[config.mk]
export PLATFORM = sky130hd
export DESIGN_NAME = slot_alloc_ctrl
export DESIGN_NICKNAME = d
export VERILOG_FILES = /design/src/rtl/slot_alloc_pkg.sv /design/src/rtl/free_slot_finder.sv /design/src/rtl/slot_alloc_ctrl.sv
export SDC_FILE = /design/constraint.sdc
export NUM_CORES = 1
export LEC_CHECK = 0
export BUFFER_PORTS_ARGS = -buffer_cell sky130_fd_sc_hd__buf_2
export CORE_ASPECT_RATIO = 0.8
export CORE_MARGIN = 1.5
export CORE_UTILIZATION = 27
export DETAILED_ROUTE_END_ITERATION = 16
export SETUP_SLACK_MARGIN = 0.3
export SLEW_MARGIN = 20
export SYNTH_ARGS = -nofsm -noshare
export SYNTH_HDL_FRONTEND = slang
export SYNTH_SLANG_ARGS = --single-unit
[constraint.sdc]
create_clock -name clk -period 3 [get_ports clk]
set_input_delay 0.3 -clock clk [delete_from_list [all_inputs] [get_ports clk]]
set_output_delay 0.3 -clock clk [all_outputs]
set_load 0.005 [all_outputs]
[src/rtl/slot_alloc_pkg.sv]
// Shared constants and types for the slot allocator.
package slot_alloc_pkg;

  localparam int DEFAULT_SIZE = 8;

  function automatic int idx_width(input int size);
    return (size <= 2) ? 1 : $clog2(size);
  endfunction

  localparam int DEFAULT_IDX_W = idx_width(DEFAULT_SIZE);

  typedef logic [DEFAULT_IDX_W-1:0] slot_idx_t;
  typedef logic [DEFAULT_IDX_W:0]   slot_cnt_t;

  localparam logic [15:0] STALL_MAX = 16'hFFFF;

endpackage

[src/rtl/free_slot_finder.sv]
// Combinational search for the highest (A) and next-highest (B) free slot.
module free_slot_finder
  import slot_alloc_pkg::*;
#(
  parameter int SIZE  = DEFAULT_SIZE,
  parameter int IDX_W = idx_width(SIZE)
) (
  input  logic [SIZE-1:0]  free_vec_i,
  output logic [IDX_W-1:0] a_idx_o,
  output logic             a_vld_o,
  output logic [IDX_W-1:0] b_idx_o,
  output logic             b_vld_o
);

  logic [IDX_W-1:0] a_idx, b_idx;
  logic             a_vld, b_vld;

  // Ascending scan: each new free slot demotes the previous best to B.
  always_comb begin
    a_idx = '0;
    a_vld = 1'b0;
    b_idx = '0;
    b_vld = 1'b0;
    for (int i = 0; i < SIZE; i++) begin
      if (free_vec_i[i]) begin
        b_idx = a_idx;
        b_vld = a_vld;
        a_idx = IDX_W'(i);
        a_vld = 1'b1;
      end
    end
  end

  assign a_idx_o = a_idx;
  assign a_vld_o = a_vld;
  assign b_idx_o = b_idx;
  assign b_vld_o = b_vld;

endmodule

[src/rtl/slot_alloc_ctrl.sv]
// Two-port slot allocator over a busy bitmap with release, flush and error flag.
// Define SLOT_ALLOC_STATS_EN to add the saturating stall_cnt output.
module slot_alloc_ctrl
  import slot_alloc_pkg::*;
#(
  parameter int SIZE  = DEFAULT_SIZE,
  parameter int IDX_W = idx_width(SIZE)
) (
  input  logic             clk,
  input  logic             rst_n,
  input  logic [1:0]       alloc_req,
  output logic [1:0]       alloc_gnt,
  output logic [IDX_W-1:0] alloc_idx0,
  output logic [IDX_W-1:0] alloc_idx1,
  input  logic [1:0]       free_vld,
  input  logic [IDX_W-1:0] free_idx0,
  input  logic [IDX_W-1:0] free_idx1,
  input  logic             flush,
  output logic [IDX_W:0]   free_cnt,
  output logic             full,
  output logic             empty,
  output logic             err_dbl_free
`ifdef SLOT_ALLOC_STATS_EN
  ,
  output logic [15:0]      stall_cnt
`endif
);

  localparam int CNT_W = IDX_W + 1;

  logic [SIZE-1:0]  busy_q, busy_d;
  logic [CNT_W-1:0] free_cnt_q, free_cnt_d;
  logic             err_q, err_d;

  logic [IDX_W-1:0] a_idx, b_idx;
  logic             a_vld, b_vld;

  logic [SIZE-1:0]  gnt_mask, rel_mask;
  logic             rel0, rel1, dbl_free;
  logic [1:0]       n_rel, n_gnt;

  free_slot_finder #(
    .SIZE  (SIZE),
    .IDX_W (IDX_W)
  ) u_finder (
    .free_vec_i (~busy_q),
    .a_idx_o    (a_idx),
    .a_vld_o    (a_vld),
    .b_idx_o    (b_idx),
    .b_vld_o    (b_vld)
  );

  assign full  = (free_cnt_q == '0);
  assign empty = (free_cnt_q == CNT_W'(SIZE));

  // Port 1 takes B only alongside a port-0 request, otherwise A.
  always_comb begin
    alloc_gnt  = 2'b00;
    alloc_idx0 = a_idx;
    alloc_idx1 = alloc_req[0] ? b_idx : a_idx;
    if (rst_n && !flush && !full) begin
      alloc_gnt[0] = alloc_req[0] & a_vld;
      alloc_gnt[1] = alloc_req[1] & (alloc_req[0] ? b_vld : a_vld);
    end
  end

  generate
    for (genvar gi = 0; gi < SIZE; gi++) begin : g_mask
      assign gnt_mask[gi] = (alloc_gnt[0] && alloc_idx0 == IDX_W'(gi)) ||
                            (alloc_gnt[1] && alloc_idx1 == IDX_W'(gi));
      assign rel_mask[gi] = busy_q[gi] &&
                            ((free_vld[0] && free_idx0 == IDX_W'(gi)) ||
                             (free_vld[1] && free_idx1 == IDX_W'(gi)));
    end
  endgenerate

  // A duplicate release of the same busy slot on both ports counts once.
  assign rel0     = free_vld[0] & busy_q[free_idx0];
  assign rel1     = free_vld[1] & busy_q[free_idx1] & ~(rel0 && free_idx1 == free_idx0);
  assign dbl_free = (free_vld[0] & ~busy_q[free_idx0]) | (free_vld[1] & ~busy_q[free_idx1]);
  assign n_rel    = {1'b0, rel0} + {1'b0, rel1};
  assign n_gnt    = {1'b0, alloc_gnt[0]} + {1'b0, alloc_gnt[1]};

  always_comb begin
    busy_d     = (busy_q & ~rel_mask) | gnt_mask;
    free_cnt_d = free_cnt_q + CNT_W'(n_rel) - CNT_W'(n_gnt);
    err_d      = err_q | dbl_free;
    if (flush) begin
      busy_d     = '0;
      free_cnt_d = CNT_W'(SIZE);
      err_d      = err_q;
    end
  end

  always_ff @(posedge clk) begin
    if (!rst_n) begin
      busy_q     <= '0;
      free_cnt_q <= CNT_W'(SIZE);
      err_q      <= 1'b0;
    end else begin
      busy_q     <= busy_d;
      free_cnt_q <= free_cnt_d;
      err_q      <= err_d;
    end
  end

  assign free_cnt     = free_cnt_q;
  assign err_dbl_free = err_q;

`ifdef SLOT_ALLOC_STATS_EN
  logic [15:0] stall_q, stall_d;

  always_comb begin
    stall_d = stall_q;
    if (flush) begin
      stall_d = '0;
    end else if (|(alloc_req & ~alloc_gnt) && stall_q != STALL_MAX) begin
      stall_d = stall_q + 16'd1;
    end
  end

  always_ff @(posedge clk) begin
    if (!rst_n) begin
      stall_q <= '0;
    end else begin
      stall_q <= stall_d;
    end
  end

  assign stall_cnt = stall_q;
`endif

endmodule

* After elaboration in Yosys (flattened, before gate mapping)
Cells that the tools add are included.
** Storage, ports and cells
- Register bits :: 13
- Bits of input ports :: 13
- Output and inout bits :: 15
- Word-level logic and storage cells :: 158
** Cells by class
- Add/subtract/negate cells :: 4
- Magnitude comparators :: 2
- Eq/ne operators :: 30
- Multiplexer cells :: 35
- Bitwise gates (word level) :: 17
- Reduce and logical (&&, ||, !) cells :: 67
** Operator list (count)
- $eq A3 B3 Y1 const B :: 16
- $logic_and A1 B1 Y1 :: 43
- $eq A3 B2 Y1 const B :: 8
- $mux W3 :: 8
- $mux W1 :: 20
- $logic_or A1 B1 Y1 :: 16
- $not A8 Y8 :: 2
- $eq A3 B1 Y1 const B :: 4
- $logic_not A3 Y1 :: 4
- $mux W2 :: 5
- $and A8 B8 Y8 :: 1
- $lt A3 B4 Y1 const B :: 2
- $or A8 B8 Y8 :: 1
- $and A1 B1 Y1 :: 7
- $bmux W1 S3 :: 2
- $add A1 B1 Y2 :: 2
- $add A4 B2 Y4 :: 1
- $eq A4 B4 Y1 const B :: 1
- $logic_not A4 Y1 :: 1
- $not A1 Y1 :: 4
- $sub A4 B2 Y4 :: 1
- $eq A3 B3 Y1 :: 1
- $logic_not A1 Y1 :: 2
- $or A1 B1 Y1 :: 2
- $reduce_or A2 Y1 :: 1

* Logic depth before layout (Yosys ltp)
Gate-level depths: netlist of the first run.
- Depth after elaboration :: 15
- Mapped depth :: 14
- Depth with buffers taken out :: 14

* Cells and area by module
A second synthesis of the first run with hierarchy kept.
** Unflattened totals
- Cells, all modules :: 186
- Area, all modules :: 1450.1 µm²
** By module, submodules not included
- slot_alloc_ctrl :: times used 1, cells an instance 141, area an instance 1153.6 µm², seq. area each 260.2 µm²
- free_slot_finder :: times used 1, cells an instance 45, area an instance 296.5 µm², seq. area each 0.0 µm²

* Worst setup path after synthesis of the first run
No wires, ideal clock.
- Path kind :: input to register
- From :: in free_idx0[0]
- To :: reg free_cnt_q[3], in the netlist free_cnt[3]
- Library setup time :: 0.130 ns
- Arrival :: 2.971 ns
- Data required time :: 2.870 ns
- Slack :: -0.100 ns
- Cell stages on the path :: 10
- Path buffers :: 1
- Path through :: clkbuf_1 mux4_2 mux2i_1 nor2b_1 fa_1 fa_1 ha_1 fa_1 xor2_1 nand2_1
** On the way
- Word-level cells in the longest chain between the ends :: 9
- Elaborated cells on any way between the ends :: 10
- Classes of those cells :: add/sub (3); eq/ne (1); mux (2); bitwise (3); reduce/logical (1)
** Ends and longest elaborated chain
- start, declared :: RTL line slot_alloc_ctrl.sv:16 : input logic [IDX_W-1:0] free_idx0,
- $bmux W1 S3 :: RTL line slot_alloc_ctrl.sv:78 : assign rel0 = free_vld[0] & busy_q[free_idx0];
- $mux W1 (implied by the code) :: RTL line slot_alloc_ctrl.sv:78
- $and A1 B1 Y1 :: RTL line slot_alloc_ctrl.sv:78
- $logic_and A1 B1 Y1 :: RTL line slot_alloc_ctrl.sv:79 : assign rel1 = free_vld[1] & busy_q[free_idx1] & ~(rel0 && free_idx1 == free_idx0);
- $not A1 Y1 :: RTL line slot_alloc_ctrl.sv:79
- $and A1 B1 Y1 :: RTL line slot_alloc_ctrl.sv:79
- $add A1 B1 Y2 (*) :: RTL line slot_alloc_ctrl.sv:81 : assign n_rel = {1'b0, rel0} + {1'b0, rel1};
- $add A4 B2 Y4 (*) :: RTL line slot_alloc_ctrl.sv:86 : free_cnt_d = free_cnt_q + CNT_W'(n_rel) - CNT_W'(n_gnt);
- $sub A4 B2 Y4 (*) :: RTL line slot_alloc_ctrl.sv:86
- end signal, assigned :: RTL line slot_alloc_ctrl.sv:98 : free_cnt_q <= CNT_W'(SIZE);
- end signal, assigned :: RTL line slot_alloc_ctrl.sv:102 : free_cnt_q <= free_cnt_d;
- end, declared :: RTL line slot_alloc_ctrl.sv:32 : logic [CNT_W-1:0] free_cnt_q, free_cnt_d;
Every way passes the cells marked *; elsewhere a longest branch is shown, timed or not. The select of a mux whose other input is x is not followed.
A chain may end at the register's enable or synchronous reset.

* Worst setup path in the final report of the first run
- From :: reg busy_q[5]
- To :: reg free_cnt_q[3], in the netlist free_cnt[3]
** On the way
- Word-level cells in the longest chain between the ends :: 9
- Elaborated cells on any way between the ends :: 24
- Classes of those cells :: add/sub (4); mux (12); bitwise (7); reduce/logical (1)
** Ends and longest elaborated chain
- start, declared :: RTL line slot_alloc_ctrl.sv:31 : logic [SIZE-1:0] busy_q, busy_d;
- start signal, assigned :: RTL line slot_alloc_ctrl.sv:101 : busy_q <= busy_d;
- $bmux W1 S3 / $not A8 Y8 (equally long branches) :: RTL line slot_alloc_ctrl.sv:78, slot_alloc_ctrl.sv:46
- $mux W1 (on tied branches) :: RTL line slot_alloc_ctrl.sv:78, free_slot_finder.sv:25
- $and A1 B1 Y1 / $mux W1 (equally long branches) :: RTL line slot_alloc_ctrl.sv:78, free_slot_finder.sv:25
- $logic_and A1 B1 Y1 / $mux W1 (equally long branches) :: RTL line slot_alloc_ctrl.sv:79, free_slot_finder.sv:25
- $not A1 Y1 / $mux W1 (equally long branches) :: RTL line slot_alloc_ctrl.sv:79, slot_alloc_ctrl.sv:63
- $and A1 B1 Y1 (on tied branches) :: RTL line slot_alloc_ctrl.sv:79, slot_alloc_ctrl.sv:63
- $add A1 B1 Y2 / $mux W2 (equally long branches) :: RTL line slot_alloc_ctrl.sv:81, slot_alloc_ctrl.sv:61
- $add A4 B2 Y4 / $add A1 B1 Y2 (equally long branches) :: RTL line slot_alloc_ctrl.sv:86, slot_alloc_ctrl.sv:82
- $sub A4 B2 Y4 (*) :: RTL line slot_alloc_ctrl.sv:86
Marked as above.

==> results of run 1 <==
what timing repair did:
action,CTS,global route
resized for setup,16,23
setup buffers,22,4
hold buffers,0,0
setup endpoints to repair,2,6
gates cloned,0,0
pin swaps,8,12
cells by family after synthesis:
family                     count (synthesis)  synth area share (%)
adders and majority gates                  8                 8.414
buffers and inverters                     34                 11.39
AOI/OAI and AO/OA                         44                 24.54
muxes                                      7                 8.589
DFF                                       13                 18.23
xor gates and xnor gates                   7                 4.295
and+or+nand+nor                           63                 24.54
through the flow:
| stage | std cells | total power [uW] |
|---|---|---|
| after floorplan | 176 | 283.9 |
| after global placement | 266 | 326.7 |
| after detailed placement | 266 | 326.9 |
| after CTS | 292 | 503.6 |
| after global routing | 296 | 551.3 |
| final | 296 | 521.7 |
area by class of cell:
cell class	instances	share of cell area, %
Clock buffer	4	2.152
Inverter	19	3.407
Multi-Input combinational cell	129	53.74
Sequential cell	13	13.51
Tap cell	62	3.706
Timing Repair Buffer	69	23.49
path summary, 6_finish.rpt:
path         cells past startpoint            to          from
min                              3  err_dbl_free         rst_n
min reg2reg                      2  err_dbl_free  err_dbl_free
max                              9   free_cnt[3]     busy_q[5]
max reg2reg                      9   free_cnt[3]     busy_q[5]
cells in the mapped netlist (4+ instances only):
library cell	instances	share of area [%]
o21ai_0	4	1.4
nor2b_1	6	2.6
nand2_1	12	3.2
a21oi_1	8	2.8
clkbuf_1	4	1.1
nor2_1	11	2.9
xnor2_1	5	3.1
mux4_2	4	6.3
dfxtp_1	13	18
buf_2	7	2.5
ha_1	4	3.5
inv_1	18	4.7
nand4_1	4	1.8
nand3_1	9	3.2
flip-flops by register name (all words and copies together), names as in the netlist:
register and flops:
busy_q 8, free_cnt 4, err_dbl_free 1
worst reg2reg max path: cells and delay by family, from the launching register on:
family | cells | cell delay (ps)
fa+ha+maj | 4 | 1360
mux | 2 | 690
flops | 1 | 360
simple gates | 2 | 160
xor+xnor | 1 | 160
power groups by stage:
| stage | combinational (uW) | sequential [uW] | clock [uW] |
|---|---|---|---|
| final | 177 | 185 | 160 |
| after global routing | 197 | 186 | 168 |
| after CTS | 158 | 184 | 161 |
| after detailed placement | 135 | 192 | 0 |
| after global placement | 134 | 192 | 0 |
| after floorplan | 95.2 | 189 | 0 |
layer usage:
layer,vias up,global-route usage [%]
li1,763,-
met4,0,2.664
met5,-,0
met3,4,1.809
met2,81,26.30
met1,740,26.61
==> qor.txt, run 1 <==
status - complete, no violations
Worst VDD drop - 0.1713 mV
RSZ-0062 raised after global routing - true
leading cell type in the layout, fill and taps excluded - buf_4
synth unique cells - 58
area taken by multi-input logic gates - 1125 sq um
pre-CTS WS - 47.74 ps
CORE AREA - 5036 sq um
IO Pins - 28
Cells after Synth - 176
setup_tns - 0 ps
final max-slew violation count - 0
DRC - 0
worst-case register-to-register setup slack - 160 ps
Fmax - 0.3522 GHz
clock network fraction of design power - 30.7%
initial DRC count - 119
vias in the first global route - 1481
internal cell power - 359.0 uW
mean number of vias per cell - 5.365
post-layout util - 41.57%
Hold Crit Class - input pin to register
skew final - 8.069 ps
synthesized cell area - 1428 sq um
Post-DP Area - 1712 sq um
Design Area, Final - 2093 sq um
type of origin of the critical path - register
Critical Path Slowest Stage Cell - mux4_2
CP Class - register to register
Detailed Route WL - 4.599 mm
TritonRoute pass-1 iters - 4
Slew @ Worst Pin - 630.3 ps
Worst path max stage delay - 470 ps
clock sink count - 13
worst path bufs/invs - 0
Arr. time, crit path - 2970 ps
Final period util - 94.65%
Fin Hold WS - 314.9 ps
root buffer cell - clkbuf_8
critical-path cell list - mux4_2 -> mux2i_2 -> nor2b_2 -> fa_1 -> fa_2 -> ha_4 -> fa_2 -> xor2_1 -> nand2_1
#FFs+latches synth - 13
met3 WL - 447 um
die width - 84.30 um
Register Area - 282.8 sq um
sequential area share after synthesis - 18.23%
Overflow after GRT - 0
Post-synth ARST share - 0%
Starting Density - 28.35%
routability cong. - 0.8529
CP Max Fanout - 6
H-tree depth - 1
Post-synth top flop - dfxtp_1
Mapped Avg Cell Area - 8.111 sq um
Clk Latency, worst-skew pair - 240 ps
Clock Path Buffers - 2
HPWL after DPL - 3.337 mm
cell mode on critical path - fa_2
endpoints failing hold - 0
Final ANT Viol Nets - 0
Vias - 1588
Fillers - 499
# setup viols final - 0
total CTS buffers - 3
Final Critical Period - 2840 ps
DR WL met2 - 1.940 mm
Pleak - 0.0008525 uW
layout cells sized above 1 - 49.57%
crit end category - register
GRT Util Overall - 17.29%
Die ar. - 5735 sq um
# rows - 23
largest net degree at the start of global routing - 11
IO Port Bufs - 27
Layout area overhead - 46.63%
nets - 255
sequential share of power - 35.4%
switching share of power - 31.19%
initial antenna violation count - 0
antenna diode count - 0
Net Count, Synth - 196
M1 wire length - 2.184 mm
net switching power - 162.7 uW
TritonCTS clock tree - built
Logic pwr share - 33.9%
Slew HR - 57.45%
Max-Cap Viols - 0
WL/cell - 15.54 um
number of flops mapped to enable cells by yosys - 0
Die Y - 68.04 um
CP required - 3130 ps
global-route wire length before repair - 7.797 mm
top layer in use - met4
most frequent cells in the layout - buf_4 (31), buf_2 (27), inv_1 (17)
final setup margin - 160.4 ps
Ys Warns - 0
CP delay by family, top - adder cells
Power Density - 249.2 nW/um^2
clock slew at reported path FFs - 60 ps
Note: power is estimated with default switching activity, not from simulation.
==> run 2, diff against run 1 <==
--- a/config.mk
+++ b/config.mk
@@ -10,6 +10,7 @@
 export CORE_MARGIN = 1.5
 export CORE_UTILIZATION = 27
 export DETAILED_ROUTE_END_ITERATION = 16
+export REMOVE_ABC_BUFFERS = 1
 export SETUP_SLACK_MARGIN = 0.3
 export SLEW_MARGIN = 20
 export SYNTH_ARGS = -nofsm -noshare
==> run 2 against run 1 <==
  * Final cell count shrank 0.34%
  * Non-clock buffer count shrank 1
  * Combinational power shrank 8%
  * Global-route usage shrank 0.84 points
  * Largest cell class unchanged
  * Highest routed layer unchanged
==> qor.txt, run 2 (same netlist as run 1, synthesis figures left out) <==
status - complete, no violations
GRT Util Overall - 16.45% (-0.84 points)
type of origin of the critical path - register
Final Critical Period - 2891 ps (+51.87 ps)
DRC - 0 (unchanged)
WL/cell - 15.91 um (+2.4%)
layout cells sized above 1 - 46.35% (-3.2 points)
Vias - 1596 (+0.50%)
antenna diode count - 0 (unchanged)
initial antenna violation count - 0 (unchanged)
largest net degree at the start of global routing - 10 (-1)
skew final - 4.551 ps (-3.518 ps)
IO Pins - 28 (unchanged)
final setup margin - 108.5 ps (-51.87 ps)
crit end category - register
Overflow after GRT - 0 (unchanged)
TritonRoute pass-1 iters - 4 (unchanged)
net switching power - 165.6 uW (+1.8%)
clock network fraction of design power - 32.6% (+1.9 points)
CP Max Fanout - 6 (unchanged)
clock slew at reported path FFs - 60 ps (about the same)
initial DRC count - 67 (-44%)
HPWL after DPL - 3.454 mm (+3.5%)
most frequent cells in the layout - buf_4 (38), buf_2 (27), inv_1 (17)
Hold Crit Class - input pin to register
global-route wire length before repair - 7.355 mm (-5.7%)
clock sink count - 13 (unchanged)
Inst Count DP - 278 (+4.5%)
# rows - 23 (unchanged)
endpoints failing hold - 0 (unchanged)
die width - 84.30 um (unchanged)
sequential share of power - 35.9% (+0.5 points)
TritonCTS clock tree - built
vias in the first global route - 1463 (-1.2%)
leading cell type in the layout, fill and taps excluded - buf_4
root buffer cell - clkbuf_8
Pleak - 0.0008228 uW (-3.5%)
Layout area overhead - 40.32%
Die ar. - 5735 sq um (unchanged)
routability cong. - 0.9187 (+7.7%)
H-tree depth - 1 (unchanged)
nets - 254 (-0.39%)
# setup viols final - 0 (unchanged)
Slew @ Worst Pin - 505.4 ps (-124.9 ps)
pre-CTS WS - -79.54 ps (-127.3 ps)
Clk Latency, worst-skew pair - 250 ps (about the same)
final max-slew violation count - 0 (unchanged)
Worst VDD drop - 0.2007 mV (+17%)
cts hold-fix bufs - 0 (unchanged)
CORE AREA - 5036 sq um (unchanged)
CP required - 3200 ps (+70 ps)
total CTS buffers - 3 (unchanged)
Final period util - 96.38% (+1.7 points)
flip-flop count of the largest register after layout - 8 (unchanged)
Fmax - 0.3458 GHz (-1.8%)
Die Y - 68.04 um (unchanged)
internal cell power - 349.2 uW (-2.7%)
Max-Cap Viols - 0 (unchanged)
IO Port Bufs - 27 (unchanged)
Starting Density - 28.35% (unchanged)
Largest Register - busy_q
switching share of power - 32.17% (+0.98 points)
Logic pwr share - 31.6% (-2.3 points)
Final ANT Viol Nets - 0 (unchanged)
Slew HR - 66.05% (+8.6 points)
Clock Path Buffers - 2 (unchanged)
RSZ-0062 raised after global routing - true
Power Density - 257.0 nW/um^2 (+3.1%)
Arr. time, crit path - 3090 ps (+120 ps)
mean number of vias per cell - 5.410 (+0.84%)
Detailed Route WL - 4.692 mm (+2.0%)
CP Class - register to register
post-route insts no fill - 295 (-0.34%)
[run 2: changes by cell type in the layout (fill, tap and decap cells not counted), sizes merged]
cell  before  now
buf       69   68
[run 2: cell type report]
type,instances,area [sq um]
Fill cell,515,3033
Sequential cell,13,280.3
Clock buffer,4,45.04
Multi-Input combinational cell,129,1075
Tap cell,62,77.57
Timing Repair Buffer,68,454.2
Inverter,19,71.32
[run 2: per-stage QoR]
stage | hold slack (ps) | total power [uW] | util [%] | instance area, sq um | TNS, ps
2_1_floorplan | 418.8 | 260.2 | - | 1336 | -39.49
3_3_place_gp | 442.7 | 330.8 | 34.93 | 1759 | -17.92
3_5_place_dp | 444.0 | 332.1 | 34.93 | 1759 | -124.1
4_1_cts | 307.9 | 506.0 | 38.09 | 1918 | 0
5_1_grt | 321.9 | 541.4 | 39.78 | 2003 | 0
6_report | 314.8 | 514.8 | 39.78 | 2003 | 0
[run 2: timing repair]
| action | 4_1_cts | 5_1_grt |
|---|---|---|
| buffers inserted | 10 | 3 |
| pin swaps | 6 | 10 |
| endpoints found under the setup margin | 3 | 2 |
| resized for setup | 18 | 16 |
[run 2: path summary, 6_finish.rpt]
check / depth (start not counted) / from / slack (ps) / to
worst max-delay path: 10 / busy_q[3] / 110 / free_cnt[2]
worst min-delay path: 3 / rst_n / 310 / err_dbl_free
worst min register to register: 2 / err_dbl_free / 470 / err_dbl_free
worst max register to register: 10 / busy_q[3] / 110 / free_cnt[2]
[run 2: layer usage]
| layer | global-route usage [%] | vias to the layer above | share of wire [%] |
|---|---|---|---|
| li1 | - | 760 | - |
| met1 | 23.19 | 769 | 48 |
| met2 | 27.00 | 64 | 44 |
| met3 | 2.171 | 3 | 7.2 |
| met4 | 3.689 | 0 | 0.58 |
| met5 | 0 | - | 0 |
[run 2: worst max-delay path, stage by stage, from the launching register on]
cell      delay (ps)
dfxtp_4          370
buf_6            130
o211ai_1          80
a21oi_1           90
o211ai_1         350
nand2_2          120
fa_1             500
fa_2             400
ha_4             170
fa_2             510
and2_4           120
[run 2: power by group through the flow]
stage          Clock [uW]  Sequential (uW)  Combinational [uW]
2_1_floorplan           0              192                68.1
3_3_place_gp            0              190                 141
3_5_place_dp            0              190                 142
4_1_cts               166              187                 153
5_1_grt               178              185                 179
6_report              168              185                 162
